[src/rtl/rice_write_controller_pkg.sv]
`default_nettype none
// ============================================================================
// rice_write_controller_pkg : shared FSM states, constants and Rice code math
// Revision: 1.0
// ============================================================================
package rice_write_controller_pkg;

    typedef enum logic [2:0] {
        S_IDLE   = 3'd0,
        S_WRESET = 3'd1,
        S_HEADER = 3'd2,
        S_RUN    = 3'd3,
        S_PAD    = 3'd4,
        S_DRAIN  = 3'd5,
        S_DONE   = 3'd6
    } state_e;

    localparam int unsigned C_HEADER_W  = 4;
    localparam logic [15:0] C_MAX_UPPER = 16'd31;

    typedef struct packed {
        logic [15:0] upper;
        logic [15:0] lower;
        logic [15:0] total;
        logic        err;
    } code_t;

    // Over-long unary prefixes are clamped; err flags the clamp.
    function automatic code_t rice_code(input logic [15:0] r, input logic [3:0] k);
        logic [15:0] u;
        logic [15:0] mask;
        logic [15:0] raw;
        code_t       c;
        u       = {r[14:0], 1'b0} ^ {16{r[15]}};
        mask    = (16'd1 << k) - 16'd1;
        raw     = u >> k;
        c.err   = (raw > C_MAX_UPPER);
        c.upper = c.err ? C_MAX_UPPER : raw;
        c.lower = (16'd1 << k) | (u & mask);
        c.total = c.upper + {12'd0, k} + 16'd1;
        return c;
    endfunction

endpackage
`default_nettype wire

[src/rtl/rice_merge_fifo.sv]
`default_nettype none
// ============================================================================
// rice_merge_fifo : two-write / one-read FIFO with empty-bypass read port
// Revision: 1.0
// ============================================================================
module rice_merge_fifo #(
    parameter int DEPTH = 8,
    parameter int WIDTH = 32
) (
    input  logic                       clk_i,
    input  logic                       rst_i,
    input  logic                       push1_i,
    input  logic [WIDTH-1:0]           data1_i,
    input  logic                       push2_i,
    input  logic [WIDTH-1:0]           data2_i,
    output logic                       rd_valid_o,
    output logic [WIDTH-1:0]           rd_data_o,
    output logic [$clog2(DEPTH):0]     count_o
);
    localparam int AW = $clog2(DEPTH);

    logic [WIDTH-1:0] mem_q [DEPTH];
    logic [AW-1:0]    wptr_q;
    logic [AW-1:0]    rptr_q;
    logic [AW:0]      count_q;

    logic             w_empty;
    logic             w_any;
    logic             w_both;
    logic             w_pop;
    logic [1:0]       w_npush;
    logic [WIDTH-1:0] w_first;

    assign w_empty    = (count_q == '0);
    assign w_any      = push1_i | push2_i;
    assign w_both     = push1_i & push2_i;
    assign w_first    = push1_i ? data1_i : data2_i;
    assign w_npush    = {1'b0, push1_i} + {1'b0, push2_i};
    // The reader never stalls, so anything readable is popped this cycle.
    assign w_pop      = !w_empty || w_any;
    assign rd_valid_o = w_pop;
    assign rd_data_o  = w_empty ? w_first : mem_q[rptr_q];
    assign count_o    = count_q;

    always_ff @(posedge clk_i) begin
        if (w_any) begin
            mem_q[wptr_q] <= w_first;
        end
        if (w_both) begin
            mem_q[wptr_q + AW'(1)] <= data2_i;
        end
    end

    always_ff @(posedge clk_i or posedge rst_i) begin
        if (rst_i) begin
            wptr_q  <= '0;
            rptr_q  <= '0;
            count_q <= '0;
        end else begin
            wptr_q  <= wptr_q + AW'(w_npush);
            rptr_q  <= rptr_q + AW'(w_pop);
            count_q <= count_q + (AW+1)'(w_npush) - (AW+1)'(w_pop);
        end
    end

endmodule
`default_nettype wire

[src/rtl/rice_write_controller.sv]
`default_nettype none
// ============================================================================
// rice_write_controller : drives a Rice bit writer and merges its RAM strobes
// Revision: 1.0
// ============================================================================
module rice_write_controller #(
    parameter int FIFO_DEPTH = 8
) (
    input  logic        iClock,
    input  logic        iReset,
    input  logic        iStart,
    input  logic [15:0] iSampleCount,
    input  logic [3:0]  iRiceParam,
    input  logic [15:0] iResidual,
    input  logic        iValid,
    output logic        oReady,
    output logic        oWriterEnable,
    output logic        oWriterReset,
    output logic [15:0] oTotal,
    output logic [15:0] oUpper,
    output logic [15:0] oLower,
    output logic [3:0]  oRiceParam,
    input  logic        iRamEnable1,
    input  logic [15:0] iRamAddress1,
    input  logic [15:0] iRamData1,
    input  logic        iRamEnable2,
    input  logic [15:0] iRamAddress2,
    input  logic [15:0] iRamData2,
    output logic        oRamWE,
    output logic [15:0] oRamAddress,
    output logic [15:0] oRamData,
    output logic        oBusy,
    output logic        oDone,
    output logic        oCodeErr
);
    import rice_write_controller_pkg::*;

    localparam int             CW        = $clog2(FIFO_DEPTH) + 1;
    localparam logic [CW-1:0]  READY_MAX = CW'(FIFO_DEPTH - 4);

    state_e      state_q, state_d;
    logic [3:0]  k_q, k_d;
    logic [15:0] remain_q, remain_d;
    logic [3:0]  mirror_q, mirror_d;
    logic        wen_q, wen_d;
    logic        wrst_q, wrst_d;
    logic [15:0] total_q, total_d;
    logic [15:0] upper_q, upper_d;
    logic [15:0] lower_q, lower_d;
    logic [3:0]  rparam_q, rparam_d;
    logic        err_q, err_d;
    logic        wen_dly_q;
    logic [1:0]  gap_q;
    logic        ram_we_q;
    logic [15:0] ram_addr_q;
    logic [15:0] ram_data_q;

    logic          w_ready;
    logic          w_accept;
    code_t         w_code;
    logic [CW-1:0] w_fifo_count;
    logic          w_pop_valid;
    logic [31:0]   w_pop_data;

    assign w_code   = rice_code(iResidual, k_q);
    assign w_ready  = (state_q == S_RUN) && (w_fifo_count <= READY_MAX) && (remain_q != 16'd0);
    assign w_accept = iValid && w_ready;

    always_comb begin
        state_d  = state_q;
        k_d      = k_q;
        remain_d = remain_q;
        mirror_d = mirror_q;
        wen_d    = 1'b0;
        wrst_d   = 1'b0;
        total_d  = total_q;
        upper_d  = upper_q;
        lower_d  = lower_q;
        rparam_d = rparam_q;
        err_d    = err_q;
        case (state_q)
            S_IDLE: begin
                if (iStart) begin
                    state_d  = S_WRESET;
                    k_d      = iRiceParam;
                    remain_d = iSampleCount;
                    err_d    = 1'b0;
                    wrst_d   = 1'b1;
                end
            end
            S_WRESET: begin
                state_d  = S_HEADER;
                wen_d    = 1'b1;
                rparam_d = k_q;
                upper_d  = 16'd0;
                lower_d  = 16'd0;
                total_d  = 16'(C_HEADER_W);
                mirror_d = 4'(C_HEADER_W);
            end
            S_HEADER, S_RUN: begin
                if (remain_q == 16'd0) begin
                    // Close the current 16-bit word with zeros and a stop bit.
                    if (mirror_q != 4'd0) begin
                        state_d  = S_PAD;
                        wen_d    = 1'b1;
                        rparam_d = 4'd0;
                        upper_d  = 16'd15 - {12'd0, mirror_q};
                        lower_d  = 16'd1;
                        total_d  = 16'd16 - {12'd0, mirror_q};
                        mirror_d = 4'd0;
                    end else begin
                        state_d = S_DRAIN;
                    end
                end else begin
                    state_d = S_RUN;
                    if (w_accept) begin
                        wen_d    = 1'b1;
                        rparam_d = k_q;
                        upper_d  = w_code.upper;
                        lower_d  = w_code.lower;
                        total_d  = w_code.total;
                        mirror_d = mirror_q + w_code.total[3:0];
                        remain_d = remain_q - 16'd1;
                        if (w_code.err) begin
                            err_d = 1'b1;
                        end
                    end
                end
            end
            S_PAD:   state_d = S_DRAIN;
            S_DRAIN: begin
                if ((w_fifo_count == '0) && (gap_q == 2'd2)) begin
                    state_d = S_DONE;
                end
            end
            S_DONE:  state_d = S_IDLE;
            default: state_d = S_IDLE;
        endcase
    end

    always_ff @(posedge iClock or posedge iReset) begin
        if (iReset) begin
            state_q    <= S_IDLE;
            k_q        <= 4'd0;
            remain_q   <= 16'd0;
            mirror_q   <= 4'd0;
            wen_q      <= 1'b0;
            wrst_q     <= 1'b0;
            total_q    <= 16'd0;
            upper_q    <= 16'd0;
            lower_q    <= 16'd0;
            rparam_q   <= 4'd0;
            err_q      <= 1'b0;
            wen_dly_q  <= 1'b0;
            gap_q      <= 2'd2;
            ram_we_q   <= 1'b0;
            ram_addr_q <= 16'd0;
            ram_data_q <= 16'd0;
        end else begin
            state_q    <= state_d;
            k_q        <= k_d;
            remain_q   <= remain_d;
            mirror_q   <= mirror_d;
            wen_q      <= wen_d;
            wrst_q     <= wrst_d;
            total_q    <= total_d;
            upper_q    <= upper_d;
            lower_q    <= lower_d;
            rparam_q   <= rparam_d;
            err_q      <= err_d;
            wen_dly_q  <= wen_q;
            if (wen_q) begin
                gap_q <= 2'd0;
            end else if (gap_q != 2'd2) begin
                gap_q <= gap_q + 2'd1;
            end
            ram_we_q <= w_pop_valid;
            if (w_pop_valid) begin
                ram_addr_q <= w_pop_data[31:16];
                ram_data_q <= w_pop_data[15:0];
            end
        end
    end

    // The writer holds its strobes, so they are only fresh right after an enable.
    rice_merge_fifo #(
        .DEPTH (FIFO_DEPTH),
        .WIDTH (32)
    ) u_fifo (
        .clk_i      (iClock),
        .rst_i      (iReset),
        .push1_i    (wen_dly_q & iRamEnable1),
        .data1_i    ({iRamAddress1, iRamData1}),
        .push2_i    (wen_dly_q & iRamEnable2),
        .data2_i    ({iRamAddress2, iRamData2}),
        .rd_valid_o (w_pop_valid),
        .rd_data_o  (w_pop_data),
        .count_o    (w_fifo_count)
    );

    assign oReady        = w_ready;
    assign oWriterEnable = wen_q;
    assign oWriterReset  = wrst_q;
    assign oTotal        = total_q;
    assign oUpper        = upper_q;
    assign oLower        = lower_q;
    assign oRiceParam    = rparam_q;
    assign oRamWE        = ram_we_q;
    assign oRamAddress   = ram_addr_q;
    assign oRamData      = ram_data_q;
    assign oBusy         = (state_q != S_IDLE);
    assign oDone         = (state_q == S_DONE);
    assign oCodeErr      = err_q;

endmodule
`default_nettype wire

[config.mk]
export PLATFORM = sky130hd
export DESIGN_NAME = rice_write_controller
export DESIGN_NICKNAME = d
export VERILOG_FILES = /design/src/rtl/rice_write_controller_pkg.sv /design/src/rtl/rice_merge_fifo.sv /design/src/rtl/rice_write_controller.sv
export SDC_FILE = /design/constraint.sdc
export NUM_CORES = 1
export LEC_CHECK = 0
export ABC_AREA = 0
export BUFFER_PORTS_ARGS = -buffer_cell sky130_fd_sc_hd__buf_2
export CAP_MARGIN = 20
export CORE_MARGIN = 2
export CORE_UTILIZATION = 50
export CTS_CLUSTER_DIAMETER = 50
export DETAILED_ROUTE_END_ITERATION = 6
export GPL_TIMING_DRIVEN = 0
export PLACE_DENSITY_LB_ADDON = 0.25
export REMOVE_ABC_BUFFERS = 1
export SYNTH_ARGS = -nofsm -noshare
export SYNTH_HDL_FRONTEND = slang
export SYNTH_SLANG_ARGS = --single-unit
[constraint.sdc]
create_clock -name iClock -period 5.2 [get_ports iClock]
set_input_delay 0 -clock iClock [delete_from_list [all_inputs] [get_ports iClock]]
set_output_delay 0 -clock iClock [all_outputs]
set_load 0.005 [all_outputs]
==> results.ini <==
[timing]
slew_headroom_pct = 33.4
min_period_ns = 4.87
grt_setup_unrepaired = false
drv_slew = 0
min_period_over_period_pct = 93.6
max_freq_mhz = 205
fin_hold_ws_ns = 0.0311
worst_pin_slew_ns = 0.996
clock_skew_ns = 0.0344
setup_ws_ns = 0.331
hold_viol_final = 0
finalSetupViolations = 0

[clock_network]
cts_root_buf = clkbuf_16
cts_tree = yes
ctsHtreeMaxLevel = 2
cts_buffers = 45
cts.sinks = 384
clock_latency_ns = 0.59
clk_pin_slew_ns = 0.06
ctsLongestPathBuffers = 3
post-cts-setup-buffer-count = 0

[logic_synthesis]
async_reset_ff_share_pct = 33.3
ys_seq_elements = 384
synth_area_leaders = edfxtp_1 (39%), dfrtp_1 (16%), mux4_2 (8.2%)
ys_seq_area_share_pct = 54.8
ys.flop_type = edfxtp_1
netlist_area_sq_um = 19900
synth_edf_count = 256
syn_avg_cell_area_sq_um = 10.9
yosysWarnings = 0
synth.largest_area_cell = edfxtp_1
synth_cell_types = 59
netlist.area_leader.share_pct = 38.7
synthCells = 1822

[finish]
layout_common_cells = nor2_1 (305), a21oi_1 (292), edfxtp_1 (256)
finalNetCount = 2181
multi_input_area_sq_um = 8290
fin_area_sq_um = 24500
layout-drive-gt1-share_pct = 19.6
area_growth_pct = 23.1
fill_cells = 3124
final-seq-area_sq_um = 10900
layout_commonest_cell = nor2_1

[grt]
grt_pass1_wl_mm = 87.6
grt_pass1_vias = 15300
grtUsageTotal_pct = 27.6
grt-ovfl-total = 0
antenna_found_initial = 3
grt_max_degree = 76

[run_status]
status = finished clean

[worst_setup_path]
worstPathMaxFanout = 15
slowest_stage = dfrtp_1
critPathLaunchType = flip-flop
worstPathCellList = mux4_2 -> or3_1 -> nand3_1 -> nand4_2 -> o41ai_4 -> and2_1 -> ha_1 -> fa_1 -> inv_1 -> ha_1 -> a21o_1 -> a21oi_1 -> xor2_1 -> a21oi_1 -> o22ai_1
max_stage_delay_ns = 0.85
arrival_ns = 5.35
cp-end-kind = flip-flop
critPathKind = reg -> reg
cp.required_ns = 5.69

[die]
ios = 197
die_w_microns = 203
die_y_microns = 203
floorplan.initialDensity_pct = 50.4
die_area_sq_um = 41400
core_sq_um = 39500
rows = 73

[pwr]
vdd_drop_max_v = 0.000374
p_per_area_nw_per_um2 = 507
power.leakage_nw = 10.1

[routing]
dr.pass1.iters = 6
wire_per_inst_microns = 21.6
drcViolationCount = 0
num_vias = 15400
vias_per_cell = 5.92
detail-route-antenna-nets = 0
drtIter0Drc = 1421
totalWireLength_mm = 56.3

[hold_path]
min_path_type = in -> reg

[place]
place_ws_ns = 0.216
placed_area_sq_um = 21900
port_buffers = 196
place_congestion = 0.834
hpwlAfterDp_mm = 33.6

[flow_run]
maxCapViolations = 0

==> synth_stat cells, drive strengths merged, types with 8 or more instances <==
cell	count
o211ai	8
nand3	17
o21ai	84
ha	24
nor2	305
xnor2	24
a21oi	292
dfrtp	127
nor3	16
o22ai	14
clkbuf	116
mux4	74
edfxtp	256
buf	44
nand2	105
and2	24
mux2i	108
xor2	16
inv	72
==> final cells by class <==
type	instances	share of cell area [%]
multi-input combinational	1205	33.9
tap	525	2.69
inverter	73	1.14
clock buffer	61	5.13
sequential	384	44.6
antenna	2	0.0205
timing repair buffer	338	11.6
clock inverter	22	0.992
==> routing by layer <==
metal | up-vias | GRT usage [%] | share of wire, %
li1 | 7008 | - | -
met2 | 802 | 44.6 | 48
met1 | 7505 | 37.7 | 40
met5 | - | 0 | 0.023
met4 | 2 | 10.4 | 2.7
met3 | 130 | 4.44 | 9.1
==> power by group <==
group / internal, W / leakage, nW / total (W) / switching, W
logic: 0.00217 / 5.50 / 0.00468 / 0.00251
registers: 0.00397 / 3.88 / 0.00456 / 0.000583
clock network: 0.00186 / 0.728 / 0.00318 / 0.00131
total: 0.00800 / 10.1 / 0.0124 / 0.00441
==> stage by stage <==
step | setup TNS [ns] | util (%) | instances | total power, W
floorplan | -80.09 | - | 1662 | 0.00749
global placement | -1764.32 | 53.0 | 2383 | 0.00890
detailed placement | 0 | 55.5 | 2420 | 0.00916
CTS | 0 | 61.9 | 2607 | 0.0125
global route | 0 | 62.0 | 2609 | 0.0131
finish | 0 | 62.0 | 2610 | 0.0124
==> critical path, delay by kind of cell (launching register included) <==
kind                     cells  cell delay [ns]
AND/OR/NAND/NOR              4             0.85
multiplexers                 1             0.62
buffers and inverters        1             0.09
AO/OA/AOI/OAI                5             1.27
adder cells (fa/ha/maj)      3             0.91
flip-flops                   1             0.85
XOR/XNOR                     1             0.22
==> flip-flops by register name, summed over array words and instances (netlist names) <==
signal and count:
state_q 3, u_fifo.mem_q 256, oLower 16, oCodeErr 1
oRamWE 1, mirror_q 4, oWriterReset 1, u_fifo.rptr_q 3
oRiceParam 4, oTotal 16, oRamAddress 16, oWriterEnable 1
oRamData 16, u_fifo.count_o 4, remain_q 16, k_q 4
u_fifo.wptr_q 3, wen_dly_q 1, oUpper 16, gap_q 2
==> logic make-up (layout without fill, tap and decap cells) <==
group	Yosys count	in the layout	share of synthesized area, %
adder cells (fa/ha/maj)	28	28	1.91
AND/OR/NAND/NOR	500	500	10.5
other	0	2	0
AO/OA/AOI/OAI	453	453	12.6
flip-flops	384	384	54.8
multiplexers	184	184	14.0
XOR/XNOR	40	40	1.76
buffers and inverters	233	494	4.50
==> repair_timing <==
action | in CTS | in global routing
endpoints found under the hold margin | 341 | 0
hold buffers | 104 | 0
setup endpoints to repair | 0 | 1
gates resized for setup | 0 | 1
==> path summary, 6_finish.rpt <==
path,start,end,slack [ns],cells past startpoint
max reg2reg,k_q[0]$_DFFE_PP0P_,mirror_q[3]$_DFFE_PP0P_,0.33,15
min reg2reg,oWriterEnable$_DFF_PP0_,wen_dly_q$_DFF_PP0_,0.46,0
min,iRamAddress1[2],u_fifo.mem_q[0][18]$_DFFE_PP_,0.03,3
max in group asynchronous,iReset,k_q[1]$_DFFE_PP0P_,4.28,4
min in group asynchronous,iReset,oRamData[8]$_DFFE_PP0N_,0.06,3
max,k_q[0]$_DFFE_PP0P_,mirror_q[3]$_DFFE_PP0P_,0.33,15
No activity file was read; power rests on OpenSTA's default activity.
